$ cat config.mk
export PLATFORM = sky130hd
export DESIGN_NAME = cpu_data_path
export DESIGN_NICKNAME = d
export VERILOG_FILES = /design/src/rtl/cpu_pkg.sv /design/src/rtl/cpu_alu.sv /design/src/rtl/cpu_data_path.sv
export SDC_FILE = /design/constraint.sdc
export NUM_CORES = 2
export LEC_CHECK = 0
export ABC_CLOCK_PERIOD_IN_PS = 5070
export CORE_MARGIN = 5
export CORE_UTILIZATION = 45
export DETAILED_ROUTE_END_ITERATION = 10
export PLACE_DENSITY_LB_ADDON = 0.3
export SYNTH_ARGS = -nofsm -noshare
export SYNTH_HDL_FRONTEND = slang
export SYNTH_SLANG_ARGS = --single-unit
$ cat constraint.sdc
create_clock -name Clock -period 5.07 [get_ports Clock]
set_input_delay 0.7605 -clock Clock [delete_from_list [all_inputs] [get_ports Clock]]
set_output_delay 0.7605 -clock Clock [all_outputs]
set_load 0.005 [all_outputs]
$ cat src/rtl/cpu_pkg.sv
// Shared opcode encodings and word width for the mini-CPU datapath.
// Constants only; no logic, no latency, no backpressure.
package cpu_pkg;

   localparam int WORD_W = 32;

   localparam logic [4:0] OP_ADD  = 5'b00000;
   localparam logic [4:0] OP_SUB  = 5'b00001;
   localparam logic [4:0] OP_AND  = 5'b00010;
   localparam logic [4:0] OP_OR   = 5'b00011;
   localparam logic [4:0] OP_SHR  = 5'b00100;
   localparam logic [4:0] OP_SHRA = 5'b00101;
   localparam logic [4:0] OP_SHL  = 5'b00110;
   localparam logic [4:0] OP_ROR  = 5'b00111;
   localparam logic [4:0] OP_ROL  = 5'b01000;
   localparam logic [4:0] OP_MUL  = 5'b01001;
   localparam logic [4:0] OP_DIV  = 5'b01010;
   localparam logic [4:0] OP_NEG  = 5'b01011;
   localparam logic [4:0] OP_NOT  = 5'b01100;

endpackage

$ cat src/rtl/cpu_alu.sv
// ALU, A = Y and B = bus, 64-bit {hi, lo} result; purely combinational, no backpressure.
// DATAPATH_MULDIV_EN adds the signed multiplier/divider; otherwise mul/div return 0.
module cpu_alu
   import cpu_pkg::*;
(
   input  logic [WORD_W-1:0]   a,
   input  logic [WORD_W-1:0]   b,
   input  logic [4:0]          op,
   output logic [2*WORD_W-1:0] result
);

   logic [4:0]          sh;
   logic [2*WORD_W-1:0] rot_r;
   logic [2*WORD_W-1:0] rot_l;

   // Rotating a doubled word turns rotates into plain shifts.
   assign sh    = b[4:0];
   assign rot_r = {a, a} >> sh;
   assign rot_l = {a, a} << sh;

`ifdef DATAPATH_MULDIV_EN
   logic signed [2*WORD_W-1:0] prod;
   logic        [WORD_W-1:0]   divisor;
   logic signed [WORD_W-1:0]   quo;
   logic signed [WORD_W-1:0]   rem;

   assign prod    = $signed({{WORD_W{a[WORD_W-1]}}, a}) * $signed({{WORD_W{b[WORD_W-1]}}, b});
   assign divisor = (b == '0) ? {{(WORD_W-1){1'b0}}, 1'b1} : b;
   assign quo     = $signed(a) / $signed(divisor);
   assign rem     = $signed(a) % $signed(divisor);
`endif

   always_comb begin
      result = '0;
      case (op)
         OP_ADD:  result[WORD_W-1:0] = a + b;
         OP_SUB:  result[WORD_W-1:0] = a - b;
         OP_AND:  result[WORD_W-1:0] = a & b;
         OP_OR:   result[WORD_W-1:0] = a | b;
         OP_SHR:  result[WORD_W-1:0] = a >> sh;
         OP_SHRA: result[WORD_W-1:0] = $signed(a) >>> sh;
         OP_SHL:  result[WORD_W-1:0] = a << sh;
         OP_ROR:  result[WORD_W-1:0] = rot_r[WORD_W-1:0];
         OP_ROL:  result[WORD_W-1:0] = rot_l[2*WORD_W-1:WORD_W];
`ifdef DATAPATH_MULDIV_EN
         OP_MUL:  result = prod;
         OP_DIV: begin
            if (b == '0) result = {a, {WORD_W{1'b1}}};
            else         result = {rem, quo};
         end
`endif
         OP_NEG:  result[WORD_W-1:0] = '0 - b;
         OP_NOT:  result[WORD_W-1:0] = ~b;
         default: result = '0;
      endcase
   end

endmodule

$ cat src/rtl/cpu_data_path.sv
// Single-bus 32-bit datapath: registers load from the bus (or ALU for Z) in one cycle; no backpressure.
// Optional signed mul/div enabled by DATAPATH_MULDIV_EN (see cpu_alu).
module cpu_data_path
   import cpu_pkg::*;
(
   input  logic        Clock,
   input  logic        clear,
   input  logic        Read,
   input  logic [4:0]  op,
   input  logic [31:0] Mdatain,
   input  logic        R0out,  input logic R1out,  input logic R2out,  input logic R3out,
   input  logic        R4out,  input logic R5out,  input logic R6out,  input logic R7out,
   input  logic        R8out,  input logic R9out,  input logic R10out, input logic R11out,
   input  logic        R12out, input logic R13out, input logic R14out, input logic R15out,
   input  logic        HIout,
   input  logic        LOout,
   input  logic        Zhighout,
   input  logic        Zlowout,
   input  logic        PCout,
   input  logic        MDRout,
   input  logic        InPortout,
   input  logic        Yout,
   input  logic        R0in,  input logic R1in,  input logic R2in,  input logic R3in,
   input  logic        R4in,  input logic R5in,  input logic R6in,  input logic R7in,
   input  logic        R8in,  input logic R9in,  input logic R10in, input logic R11in,
   input  logic        R12in, input logic R13in, input logic R14in, input logic R15in,
   input  logic        HIin,
   input  logic        LOin,
   input  logic        ZHighin,
   input  logic        Zlowin,
   input  logic        IncPC,
   input  logic        MDRin,
   input  logic        InPortin,
   input  logic        Yin,
   output logic [31:0] BusOut,
   output logic [31:0] mdrData,
   output logic [31:0] BusMuxInR0,
   output logic [31:0] BusMuxInR1,
   output logic [31:0] BusMuxInR2,
   output logic [31:0] BusMuxInYOut,
   output logic [31:0] BusMuxInHI,
   output logic [31:0] BusMuxInLO
);

   logic [15:0]         r_out;
   logic [15:0]         r_in;
   logic [WORD_W-1:0]   gpr [16];
   logic [WORD_W-1:0]   hi, lo, z_high, z_low, pc, mdr, in_port, y;
   logic [WORD_W-1:0]   bus;
   logic [2*WORD_W-1:0] alu_res;

   assign r_out = {R15out, R14out, R13out, R12out, R11out, R10out, R9out, R8out,
                   R7out,  R6out,  R5out,  R4out,  R3out,  R2out,  R1out, R0out};
   assign r_in  = {R15in, R14in, R13in, R12in, R11in, R10in, R9in, R8in,
                   R7in,  R6in,  R5in,  R4in,  R3in,  R2in,  R1in, R0in};

   // Lowest-priority source is assigned first so that later hits override: R0 wins last.
   always_comb begin
      bus = '0;
      if (Yout)      bus = y;
      if (InPortout) bus = in_port;
      if (MDRout)    bus = mdr;
      if (PCout)     bus = pc;
      if (Zlowout)   bus = z_low;
      if (Zhighout)  bus = z_high;
      if (LOout)     bus = lo;
      if (HIout)     bus = hi;
      for (int i = 15; i >= 0; i--) begin
         if (r_out[i]) bus = gpr[i];
      end
   end

   cpu_alu u_alu (
      .a      (y),
      .b      (bus),
      .op     (op),
      .result (alu_res)
   );

   always_ff @(posedge Clock or negedge clear) begin
      if (!clear) begin
         for (int i = 0; i < 16; i++) gpr[i] <= '0;
         hi      <= '0;
         lo      <= '0;
         z_high  <= '0;
         z_low   <= '0;
         pc      <= '0;
         mdr     <= '0;
         in_port <= '0;
         y       <= '0;
      end else begin
         for (int i = 0; i < 16; i++) begin
            if (r_in[i]) gpr[i] <= bus;
         end
         if (HIin)     hi      <= bus;
         if (LOin)     lo      <= bus;
         if (ZHighin)  z_high  <= alu_res[2*WORD_W-1:WORD_W];
         if (Zlowin)   z_low   <= alu_res[WORD_W-1:0];
         if (IncPC)    pc      <= pc + 32'd1;
         if (MDRin)    mdr     <= Read ? Mdatain : bus;
         if (InPortin) in_port <= bus;
         if (Yin)      y       <= bus;
      end
   end

   assign BusOut       = bus;
   assign mdrData      = mdr;
   assign BusMuxInR0   = gpr[0];
   assign BusMuxInR1   = gpr[1];
   assign BusMuxInR2   = gpr[2];
   assign BusMuxInYOut = y;
   assign BusMuxInHI   = hi;
   assign BusMuxInLO   = lo;

endmodule

# Yosys cells after proc, flatten, opt, wreduce, memory -nomap -nowiden
# Cells that the tools add are included.
word_totals:
  out_inout_bits: 256
  wordCells: 72
  input_bits: 88
  reg_bits: 736
op_classes:
  n_shift: 5
  add_sub_neg: 4
  reduce_logical: 1
  mux: 26
  eq_ne: 10
  bitwise: 3
ops:
  columns: ["cell", "count"]
  rows:
  - ["32-bit 2-to-1 mux", 25]
  - ["32-bit one-hot mux with 11 select lines", 1]
  - ["64-bit by 5-bit left shift with 64-bit output", 1]
  - ["64-bit by 5-bit >> shifter with 32-bit output", 1]
  - ["32-bit by 1-bit adder with 32-bit output (second input constant)", 1]
  - ["32-bit adder", 1]
  - ["32-bit AND", 1]
  - ["32-bit inverter", 1]
  - ["32-bit OR", 1]
  - ["32-bit by 5-bit left shift with 32-bit output", 1]
  - ["32-bit by 5-bit >> shifter with 32-bit output", 1]
  - ["32-bit by 5-bit >>> shifter with 32-bit output", 1]
  - ["1-bit by 32-bit subtractor with 32-bit output (first input constant)", 1]
  - ["32-bit subtractor", 1]
  - ["5-bit by 3-bit equality test with 1-bit output (second input constant)", 4]
  - ["5-bit by 4-bit equality test with 1-bit output (second input constant)", 3]
  - ["5-bit by 2-bit equality test with 1-bit output (second input constant)", 2]
  - ["5-bit by 1-bit equality test with 1-bit output (second input constant)", 1]
  - ["5-bit logical NOT", 1]

# Longest topological paths before layout
depth:
  word_depth: 26
  ltp_mapped: 28
  depth_no_buf: 24

# Cells and area by module
# From an unflattened synthesis, not the netlist that was laid out.
unflattened:
  hier_cells: 4606
  area_unflattened_um2: 49915.4
by_module_without_submodules:
  columns: ["mod", "n_inst", "cells_per_inst", "seq_area_each_um2", "area_per_inst_um2"]
  rows:
  - ["cpu_data_path", 1, 3037, 19218.4, 39711.8]
  - ["cpu_alu", 1, 1569, 0.0, 10203.5]

# Worst setup path after synthesis
# OpenSTA, ideal clock, no wires.
synth_timing:
  path_kind: "input to register"
  start: "input port HIout"
  end: "register z_low[30]"
  setup_ns: 0.145
  n_path_buf: 4
  path_slack_ns: -1.125
  t_required_ns: 4.925
  arrival_ns: 6.050
  cell_stages: 26
  cell_sequence: "buf_2 > clkbuf_1 > or2_2 > clkbuf_1 > a21oi_1 > a21oi_1 > o21ai_0 > a221oi_1 > a211o_1 > a221oi_1 > o21ai_0 > a21oi_1 > clkbuf_1 > inv_1 > ha_1 > or3_1 > or3_1 > or3_1 > o221ai_1 > a21oi_1 > o41ai_1 > o21ai_0 > nand4_1 > o21ai_0 > a2111oi_0 > a22oi_1"
synth_via:
  elab_chain_cells: 19
  word_cells_on_any_way: 29
  classes_between: "add/sub (3); shift (5); mux (18); bitwise (3)"
synth_lines:
  columns: ["item", "line", "text"]
  rows:
  - ["start, declared", "cpu_data_path.sv:15", "input logic HIout,"]
  - ["32-bit 2-to-1 mux *", "cpu_data_path.sv:67", "if (HIout) bus = hi;"]
  - ["32-bit 2-to-1 mux * (16 in series)", "cpu_data_path.sv:69", "if (r_out[i]) bus = gpr[i];"]
  - ["1-bit by 32-bit subtractor with 32-bit output (tied with other cells)", "cpu_alu.sv:52", "OP_NEG: result[WORD_W-1:0] = '0 - b;"]
  - ["32-bit one-hot mux with 11 select lines *", "cpu_alu.sv:35", "case (op)"]
  - ["end signal, assigned", "cpu_data_path.sv:98", "if (Zlowin) z_low <= alu_res[WORD_W-1:0];"]
  - ["end, declared", "cpu_data_path.sv:48", "logic [WORD_W-1:0] hi, lo, z_high, z_low, pc, mdr, in_port, y;"]
# Every way passes the cells marked *; elsewhere a longest branch is shown, timed or not.
# A chain may end at the register's enable or synchronous reset.

# Worst setup path in the final report
layout_timing:
  start: "input port Zhighout"
  end: "register z_low[30]"
layout_via:
  elab_chain_cells: 21
  word_cells_on_any_way: 31
  classes_between: "add/sub (3); shift (5); mux (20); bitwise (3)"
layout_lines:
  columns: ["item", "line", "text"]
  rows:
  - ["start, declared", "cpu_data_path.sv:17", "input logic Zhighout,"]
  - ["32-bit 2-to-1 mux *", "cpu_data_path.sv:65", "if (Zhighout) bus = z_high;"]
  - ["32-bit 2-to-1 mux *", "cpu_data_path.sv:66", "if (LOout) bus = lo;"]
  - ["32-bit 2-to-1 mux *", "cpu_data_path.sv:67", null]
  - ["32-bit 2-to-1 mux * (16 in series)", "cpu_data_path.sv:69", null]
  - ["1-bit by 32-bit subtractor with 32-bit output (tied with other cells)", "cpu_alu.sv:52", null]
  - ["32-bit one-hot mux with 11 select lines *", "cpu_alu.sv:35", null]
# Marks and branches as above.

==> results.sh <==
export IMPL_grt_pass1_wl_um=350000
export IMPL_fp_dieW_um=327
export IMPL_remaining_drc_errors=0
export IMPL_area_growth_syn_to_layout_pct=40.1
export IMPL_final_common_cell="buf_4"
export IMPL_num_nets_final=6539
export IMPL_n_fill_cell=8404
export IMPL_yosysWarnings=0
export IMPL_clock_sinks=736
export IMPL_cts_buffer_depth=3
export IMPL_ys_types=99
export IMPL_multi_input_area_mm2=0.0259
export IMPL_fin_crit_sh=1.04
export IMPL_p_per_area_mw_per_mm2=424
export IMPL_gr_total_overflow=0
export IMPL_regArea_mm2=0.0184
export IMPL_largest_reg_flops=416
export IMPL_port_buffers=342
export IMPL_grt_usage=0.451
export IMPL_ant_nets=0
export IMPL_cp_end_kind="flip-flop"
export IMPL_violations="negative setup slack"
export IMPL_synth_ff_type="dfrtp_1"
export IMPL_hold_path_class="in2async"
export IMPL_syn_instance_count=5159
export IMPL_grt_max_degree=139
export IMPL_ios=344
export IMPL_timing_final_ws_setup_ns=-0.204
export IMPL_worst_pin_slew_ns=1.26
export IMPL_fmax_ghz=0.190
export IMPL_hold_violations=0
export IMPL_cpMostUsedCell="buf_4"
export IMPL_maxSlewHeadroom=0.158
export IMPL_clkLatencyLatePin_ns=0.71
export IMPL_final_setup_viol_count=5
export IMPL_path_class="in2reg"
export IMPL_synth_area_mm2=0.0451
export IMPL_required_ns=5.56
export IMPL_final_area_mm2=0.0631
export IMPL_ys_seq_elements=736
export IMPL_critPathBufInv=5
export IMPL_coreArea_mm2=0.0997
export IMPL_slew_viol_final=0
export IMPL_cts_root_buf="clkbuf_16"
export IMPL_start_util=0.452
export IMPL_synth_area_per_cell_um2=8.74
export IMPL_drt_pre_antenna_iters=6
export IMPL_die_y_um=327
export IMPL_synthArstFlopShare=1.00
export IMPL_critPathMaxStageDelay_ns=0.46
export IMPL_vdd_drop_max_uv=362
export IMPL_drtIter0Drc=6692
export IMPL_max_cap_violations=0
export IMPL_gp_congestion=1.10
export IMPL_drive_gt1_frac=0.324
export IMPL_place_area_mm2=0.0576
export IMPL_crit_family="compound AO/OA/AOI/OAI gates"
export IMPL_power_mw=26.8
export IMPL_clkSlewWorstSetupHoldPaths_ns=0.07
export IMPL_synth_edff_count=0
export IMPL_finalWorstPathRequiredPeriod_ns=5.27
export IMPL_arrival_ns=5.76
export IMPL_skew_ns=0.0713
export IMPL_cts_hold_repair_buffers=0
export IMPL_cp_start_kind="input port"
export IMPL_via_per_inst=6.45
export IMPL_layout_common_cells="1,225 x buf_4, 734 x dfrtp_1, 711 x nor2_1, 656 x a21oi_1, 306 x nand2_1"
export IMPL_p_leak_nw=27.4
export IMPL_status="finished, violations left"
export IMPL_cts_tree="built"
export IMPL_via_count=49800
export IMPL_drt_total_wl_um=250000
export IMPL_rsz0062_at_grt="yes"
export IMPL_yosysSeqAreaShare=0.409
export IMPL_cp_max_fo=4
export IMPL_synth_fp_nets=5340
export IMPL_wl_per_cell_um=32.3
export IMPL_numCtsBuffers=82
export IMPL_rows=116
export IMPL_cp_slowest_cell="o311ai_4"
export IMPL_crit_chain="buf_2, buf_4, buf_4, nor3_4, o21ai_1, o311ai_4, and3_4, nor2_8, inv_4, ha_4, inv_1, fa_2, a211oi_2, o21a_1, a311oi_2, or3_4, a32oi_4, and4bb_2, o31ai_4, o21bai_2, a221oi_2, mux2i_1, a22oi_1"
export IMPL_largest_register="gpr"
export IMPL_dp_hpwl_um=189000
export IMPL_die_area_mm2=0.107
export IMPL_antenna_found_initial=8
export IMPL_h_tree_depth=3
export IMPL_grt_pass1_vias=47900
-- synth_stat cells (42+ instances only) --
master / count / area share
o211ai_1: 55 / 0.0092
a221oi_1: 87 / 0.017
nor2_1: 727 / 0.061
mux2i_1: 147 / 0.033
a31oi_1: 50 / 0.0069
nor3_1: 63 / 0.0070
mux2_2: 245 / 0.061
a22oi_1: 72 / 0.012
a21oi_1: 692 / 0.077
o22ai_1: 89 / 0.012
inv_1: 122 / 0.010
buf_2: 61 / 0.0068
dfrtp_1: 736 / 0.41
nand3_1: 74 / 0.0082
o221ai_1: 52 / 0.010
ha_1: 91 / 0.025
o21ai_0: 265 / 0.029
a211oi_1: 52 / 0.0087
clkbuf_1: 334 / 0.028
nand2_1: 312 / 0.026
xnor2_1: 48 / 0.0093
buf_4: 101 / 0.017
buf_1: 42 / 0.0035
-- repair_timing --
| item | 4_1_cts | 5_1_grt |
|---|---|---|
| setup endpoints to repair | 60 | 33 |
| pin swaps | 125 | 106 |
| resized for setup | 357 | 155 |
| buffers inserted | 54 | 26 |
| gates cloned | 4 | 0 |
-- final timing paths --
| check | endpoint | cells after the start | slack (ns) | startpoint |
|---|---|---|---|---|
| max | z_low[30]$_DFFE_PN0P_ | 23 | -0.20 | Zhighout |
| min | gpr[377]$_DFFE_PN0P_ | 1 | 0.07 | clear |
| max reg2reg | z_low[30]$_DFFE_PN0P_ | 21 | -0.11 | gpr[128]$_DFFE_PN0P_ |
| min reg2reg | gpr[229]$_DFFE_PN0P_ | 1 | 0.50 | gpr[229]$_DFFE_PN0P_ |
| max in group asynchronous | gpr[117]$_DFFE_PN0P_ | 2 | 3.56 | clear |
| min in group Clock | gpr[229]$_DFFE_PN0P_ | 1 | 0.50 | gpr[229]$_DFFE_PN0P_ |
-- metal layers --
| layer | routed length, um | global-route usage | vias to the layer above | part of all wire |
|---|---|---|---|---|
| met1 | 94900 | 0.579 | 24700 | 0.38 |
| met3 | 26100 | 0.109 | 819 | 0.10 |
| met4 | 22400 | 0.313 | 8 | 0.090 |
| met2 | 106000 | 0.673 | 3296 | 0.43 |
| met5 | 64 | 0 | - | 0.00026 |
| li1 | - | - | 21100 | - |
-- layout make-up --
class	count	share of cell area
Antenna cell	3	0.000119
Clock buffer	121	0.0379
Clock inverter	26	0.00606
Inverter	130	0.00809
Multi-Input combinational cell	3751	0.410
Sequential cell	736	0.292
Tap cell	1298	0.0257
Timing Repair Buffer	1657	0.220
-- cells by family (layout without fill, tap and decap cells) --
kind of cell | after synthesis | in the layout | share of synthesized area
and+or+nand+nor | 1415 | 1415 | 0.137
AOI/OAI and AO/OA | 1769 | 1769 | 0.251
adders and majority gates | 95 | 95 | 0.0266
buffers and inverters | 672 | 1934 | 0.0666
muxes | 394 | 394 | 0.0948
xor gates and xnor gates | 78 | 78 | 0.0152
other | 0 | 3 | 0
DFF | 736 | 736 | 0.409
-- per-stage QoR --
stage / worst slack (ns) / hold WS (ns) / utilization / TNS, ns / cells
finish: -0.204 / 0.0668 / 0.633 / -0.487 / 7722
global route: -0.378 / 0.102 / 0.633 / -1.96 / 7719
CTS: -0.0719 / 0.106 / 0.625 / -0.178 / 7697
detailed placement: -2.10 / 0.490 / 0.577 / -66.45 / 7498
global placement: -2.16 / 0.480 / 0.577 / -68.43 / 7498
floorplan: -0.487 / 0.446 / - / -1.97 / 5159
-- power by group --
group	leakage [nW]	switching [mW]	internal (mW)	total, mW
logic	17.5	6.95	5.61	12.6
registers	8.52	0.968	7.00	7.97
clock network	1.36	2.68	3.56	6.23
Power figures use the tool's default switching activity.
